$ cat config.mk
export PLATFORM = sky130hd
export DESIGN_NAME = pc_fetch_unit
export DESIGN_NICKNAME = d
export VERILOG_FILES = /design/src/rtl/pc_fetch_unit.sv
export SDC_FILE = /design/constraint.sdc
export NUM_CORES = 1
export LEC_CHECK = 0
export CORE_ASPECT_RATIO = 1.2
export CORE_MARGIN = 2
export CORE_UTILIZATION = 42
export DETAILED_ROUTE_END_ITERATION = 8
export GPL_TIMING_DRIVEN = 0
export PLACE_DENSITY = 0.82
export SETUP_SLACK_MARGIN = 0.3
export SLEW_MARGIN = 20
export SYNTH_ARGS = -nofsm -noshare
export SYNTH_HDL_FRONTEND = slang
export SYNTH_SLANG_ARGS = --single-unit
$ cat constraint.sdc
create_clock -name I_clk -period 1.6 [get_ports I_clk]
set_clock_uncertainty 0.15 [all_clocks]
set_input_delay 0.32 -clock I_clk [delete_from_list [all_inputs] [get_ports I_clk]]
set_output_delay 0.32 -clock I_clk [all_outputs]
set_load 0.01 [all_outputs]
$ cat src/rtl/pc_fetch_unit.sv
// PC register and fetch sequencer: BOOT -> REQ/HOLD, with req/ready imem handshake and redirects.
// Optional MISALIGN_TRAP_EN: misaligned redirect targets are rejected and flagged instead of masked.
module pc_fetch_unit #(
    parameter int              XLEN         = 32,
    parameter logic [XLEN-1:0] RESET_VECTOR = '0
) (
    input  logic            I_clk,
    input  logic            I_rst_n,
    input  logic            I_stall,
    input  logic            I_redirect,
    input  logic [XLEN-1:0] I_redirect_pc,
    input  logic [XLEN-1:0] I_seq_pc,
    input  logic            I_imem_ready,
    output logic [XLEN-1:0] O_pc,
    output logic            O_imem_req,
    output logic            O_fetch_valid,
    output logic [XLEN-1:0] O_fetch_pc,
    output logic            O_misaligned
);

    typedef enum logic [1:0] {BOOT, REQ, HOLD} state_t;

    state_t          state, state_nxt;
    logic [XLEN-1:0] pc, pc_nxt;
    logic [XLEN-1:0] fetch_pc, fetch_pc_nxt;
    logic            fetch_valid, fetch_valid_nxt;
    logic [XLEN-1:0] target;
    logic            redirect_ok;
    logic            fire;

`ifdef MISALIGN_TRAP_EN
    logic target_bad;
    logic misaligned;

    assign target_bad  = |I_redirect_pc[1:0];
    assign target      = I_redirect_pc;
    assign redirect_ok = I_redirect & ~target_bad;

    // A rejected redirect leaves the FSM behaving as if no redirect arrived.
    always_ff @(posedge I_clk or negedge I_rst_n) begin
        if (!I_rst_n) misaligned <= 1'b0;
        else          misaligned <= I_redirect & target_bad;
    end
    assign O_misaligned = misaligned;
`else
    logic unused_target_lsb;

    assign unused_target_lsb = ^I_redirect_pc[1:0];
    assign target            = {I_redirect_pc[XLEN-1:2], 2'b00};
    assign redirect_ok       = I_redirect;
    assign O_misaligned      = 1'b0;
`endif

    assign fire = (state == REQ) & I_imem_ready;

    always_comb begin
        state_nxt       = state;
        pc_nxt          = pc;
        fetch_pc_nxt    = fetch_pc;
        fetch_valid_nxt = 1'b0;
        if (redirect_ok) pc_nxt = target;
        case (state)
            BOOT: state_nxt = REQ;
            REQ: begin
                // Redirect outranks stall for the PC; stall outranks fire for the state.
                if (I_stall) begin
                    state_nxt = HOLD;
                end else if (!redirect_ok && fire) begin
                    pc_nxt          = I_seq_pc;
                    fetch_pc_nxt    = pc;
                    fetch_valid_nxt = 1'b1;
                end
            end
            HOLD: if (!I_stall) state_nxt = REQ;
            default: state_nxt = BOOT;
        endcase
    end

    always_ff @(posedge I_clk or negedge I_rst_n) begin
        if (!I_rst_n) begin
            state       <= BOOT;
            pc          <= RESET_VECTOR;
            fetch_pc    <= '0;
            fetch_valid <= 1'b0;
        end else begin
            state       <= state_nxt;
            pc          <= pc_nxt;
            fetch_pc    <= fetch_pc_nxt;
            fetch_valid <= fetch_valid_nxt;
        end
    end

    assign O_pc          = pc;
    assign O_imem_req    = (state == REQ);
    assign O_fetch_valid = fetch_valid;
    assign O_fetch_pc    = fetch_pc;

endmodule
==> results of run 1 <==
layout make-up:
cell class              count  area (um^2)  area share (%)
clock buffers              12        155.1           3.078
plain buffers              12        162.7           3.227
inverters                   1        3.754         0.07446
multi-input cells         104         1320           26.19
repair buffers            186         1538           30.50
clock inverters             4        72.57           1.440
well taps                  90        112.6           2.234
flip-flops and latches     67         1677           33.26
cell usage after synthesis (all sizes together):
cell,instances
a21o,1
buf,12
conb,1
dfrtp,67
inv,1
mux2,94
nand3,1
nor2,1
nor2b,4
o21a,1
o21ai,1
layer usage:
| metal | up-vias | GRT usage [%] | wire length (um) | share of wire (%) |
|---|---|---|---|---|
| met5 | - | 0 | 0 | 0 |
| met4 | 0 | 9.231 | 194 | 2.5 |
| met3 | 15 | 4.621 | 519 | 6.7 |
| met2 | 82 | 33.87 | 4075 | 52 |
| met1 | 1124 | 24.38 | 3004 | 39 |
| li1 | 1042 | - | - | - |
worst paths after layout:
check	start	endpoint	slack, ns	cells after the start
setup / recovery	state[1]	O_pc[10]	0.05	5
max in group asynchronous	I_rst_n	O_fetch_pc[25]	0.45	3
hold reg to reg	O_fetch_pc[7]	O_fetch_pc[7]	0.35	1
hold / removal	I_stall	state[1]	0.24	2
setup reg to reg	state[1]	O_pc[10]	0.05	5
min in group asynchronous	I_rst_n	O_pc[11]	0.32	2
power groups by stage:
stage	Sequential (W)	Combinational [W]	Clock (W)
after floorplan	0.00273	0.000833	0
after global placement	0.00250	0.00239	0
after detailed placement	0.00253	0.00245	0
after CTS	0.00248	0.00247	0.00162
after global routing	0.00256	0.00291	0.00169
final	0.00250	0.00273	0.00159
stage by stage:
| step | power [W] | setup TNS (ns) | setup slack, ns |
|---|---|---|---|
| 2_1_floorplan | 0.003568 | 0 | 0.08316 |
| 3_3_place_gp | 0.004891 | -162.02 | -2.141 |
| 3_5_place_dp | 0.004978 | -20.12 | -0.3460 |
| 4_1_cts | 0.006567 | 0 | 0.04123 |
| 5_1_grt | 0.007161 | 0 | 0.005989 |
| 6_report | 0.006817 | 0 | 0.04954 |
kinds of logic (layout without fill, tap and decap cells):
| logic type | Yosys count | in the layout | synth area share, % |
|---|---|---|---|
| AOI/OAI and AO/OA | 3 | 3 | 0.6473 |
| buffers and inverters | 13 | 215 | 3.357 |
| DFF | 67 | 67 | 54.21 |
| other | 1 | 1 | 0.1212 |
| muxes | 94 | 94 | 40.17 |
| and+or+nand+nor | 6 | 6 | 1.497 |
state kept, by name, indices dropped and copies added, names as in the netlist:
name	cells
state	2
O_fetch_pc	32
O_fetch_valid	1
O_pc	32
worst max-delay path, cell delays in order, from the launching register on:
cell	delay, ns
dfrtp_1	0.42
nor2b_4	0.16
nand3_4	0.10
buf_12	0.16
buf_12	0.15
mux2_4	0.30
what timing repair did:
| action | in CTS | in global routing |
|---|---|---|
| setup buffers | 39 | 13 |
| resized for setup | 294 | 7 |
| hold buffers | 1 | 0 |
| gates cloned | 1 | 0 |
| endpoints found under the setup margin | 131 | 130 |
| hold endpoints to repair | 33 | 0 |
| pin swaps | 2 | 0 |
==> metrics, run 1 <==
Setup CP Type=reg -> reg; switch share=between 20% and 30%; commonest cells after routing, fill and taps aside=dfrtp_1 (67), clkdlybuf4s50_1 (63), buf_4 (54), buf_2 (52), mux2_4 (49); DRT iter0 DRCs=29; Final Hold Viols=0; CTS max path bufs=2; Top Ports=136; Ant. Diodes=0; CTS sink cnt=67; core area=around 7200 um^2; Pre-Repair DR Iteration Count=4; crit path time final=1.550 ns; CP required=1.67 ns; Pleak=2.545 nW; Num CTS Buffers=9; layout cells sized above 1=between 60% and 70%; post-synth top area share=between 50% and 60%; fin util=between 70% and 80%; post-synthesis sequential area ratio=a little over half; YS warnings=0; final setup fails=0; total number of vias=approximately 2300; Arr. time, crit path=1.62 ns; Clock Power Share=between 20% and 30%; first-pass GRT wire length=12240 um; share of total power in combinational logic=roughly two fifths; Setup crit end kind=flip-flop; DRC viols=0; Synth Register Bits=67; Hold Crit Class=in -> reg; DRT antenna net count=0; status=completed; root buffer cell=clkbuf_8; Reg power frac=36.7%; GRT overflow=0; Routed WL=7794 um; Critical Path Fanout Max=10; pwr dens=1352 nW/um^2; most common cell after layout, fill and taps aside=dfrtp_1; initial antenna violation count=0; CTS tree=built; maxcap violations=0; synthesized net count=253; Port Buf Inserts=between 100 and 150; Die Width=a little over 80 um; Int Power=0.004961 W; Slew Viols, Final=0; syn avg cell area=around 17 um^2; CTS clk-pin slew, worst paths=about 0.070 ns; vias per cell=around 4.8; finished layout cell area=5041 um^2; pin count of the biggest net entering global routing=35; Max Clk Rate=around 640 MHz; Max H-tree Level=3; RSZ-0062 raised after global routing=yes; area delta synth->final=62.99%; fillers=532; VDD IR max=0.0006846 V; Clock Latency Late Sink=0.33 ns; number of global-route vias before repair=2501; Placed Instances=406; final hold slack=around 0.24 ns; dominant cells by area after synthesis=dfrtp_1 (54%), mux2_4 (24%), mux2_2 (16%), buf_6 (2.2%), buf_2 (0.81%); Synth Instances=~180; total die area=between 8000 and 9000 um^2; library cells used by synthesis=15; Starting Density=43.02%; Setup crit start kind=flip-flop; Yosys top cell by area=dfrtp_1; Placer Congestion=0.7366; final std cells w/o fill=476; placed cell area=4534 um^2; Total Nets Final=450; final worst path period share=between 90 and 100%; total net switching power=around 0.0019 W; synthesized area=between 3000 and 4000 um^2; HPWL after DPL=5236 um; routed length per placed instance=16.37 um; GRT Util Overall=20.29%; die height=98.01 um; # rows=34
(Power assumes the default switching activity.)
==> inputs of run 2 (changes only) <==
--- a/config.mk
+++ b/config.mk
@@ -9,6 +9,7 @@
 export CORE_MARGIN = 2
 export CORE_UTILIZATION = 42
 export DETAILED_ROUTE_END_ITERATION = 8
+export GPL_ROUTABILITY_DRIVEN = 0
 export GPL_TIMING_DRIVEN = 0
 export PLACE_DENSITY = 0.82
 export SETUP_SLACK_MARGIN = 0.3
==> results of run 2 <==
Same layout as run 1: the final DEF is identical, and so are final timing and power.
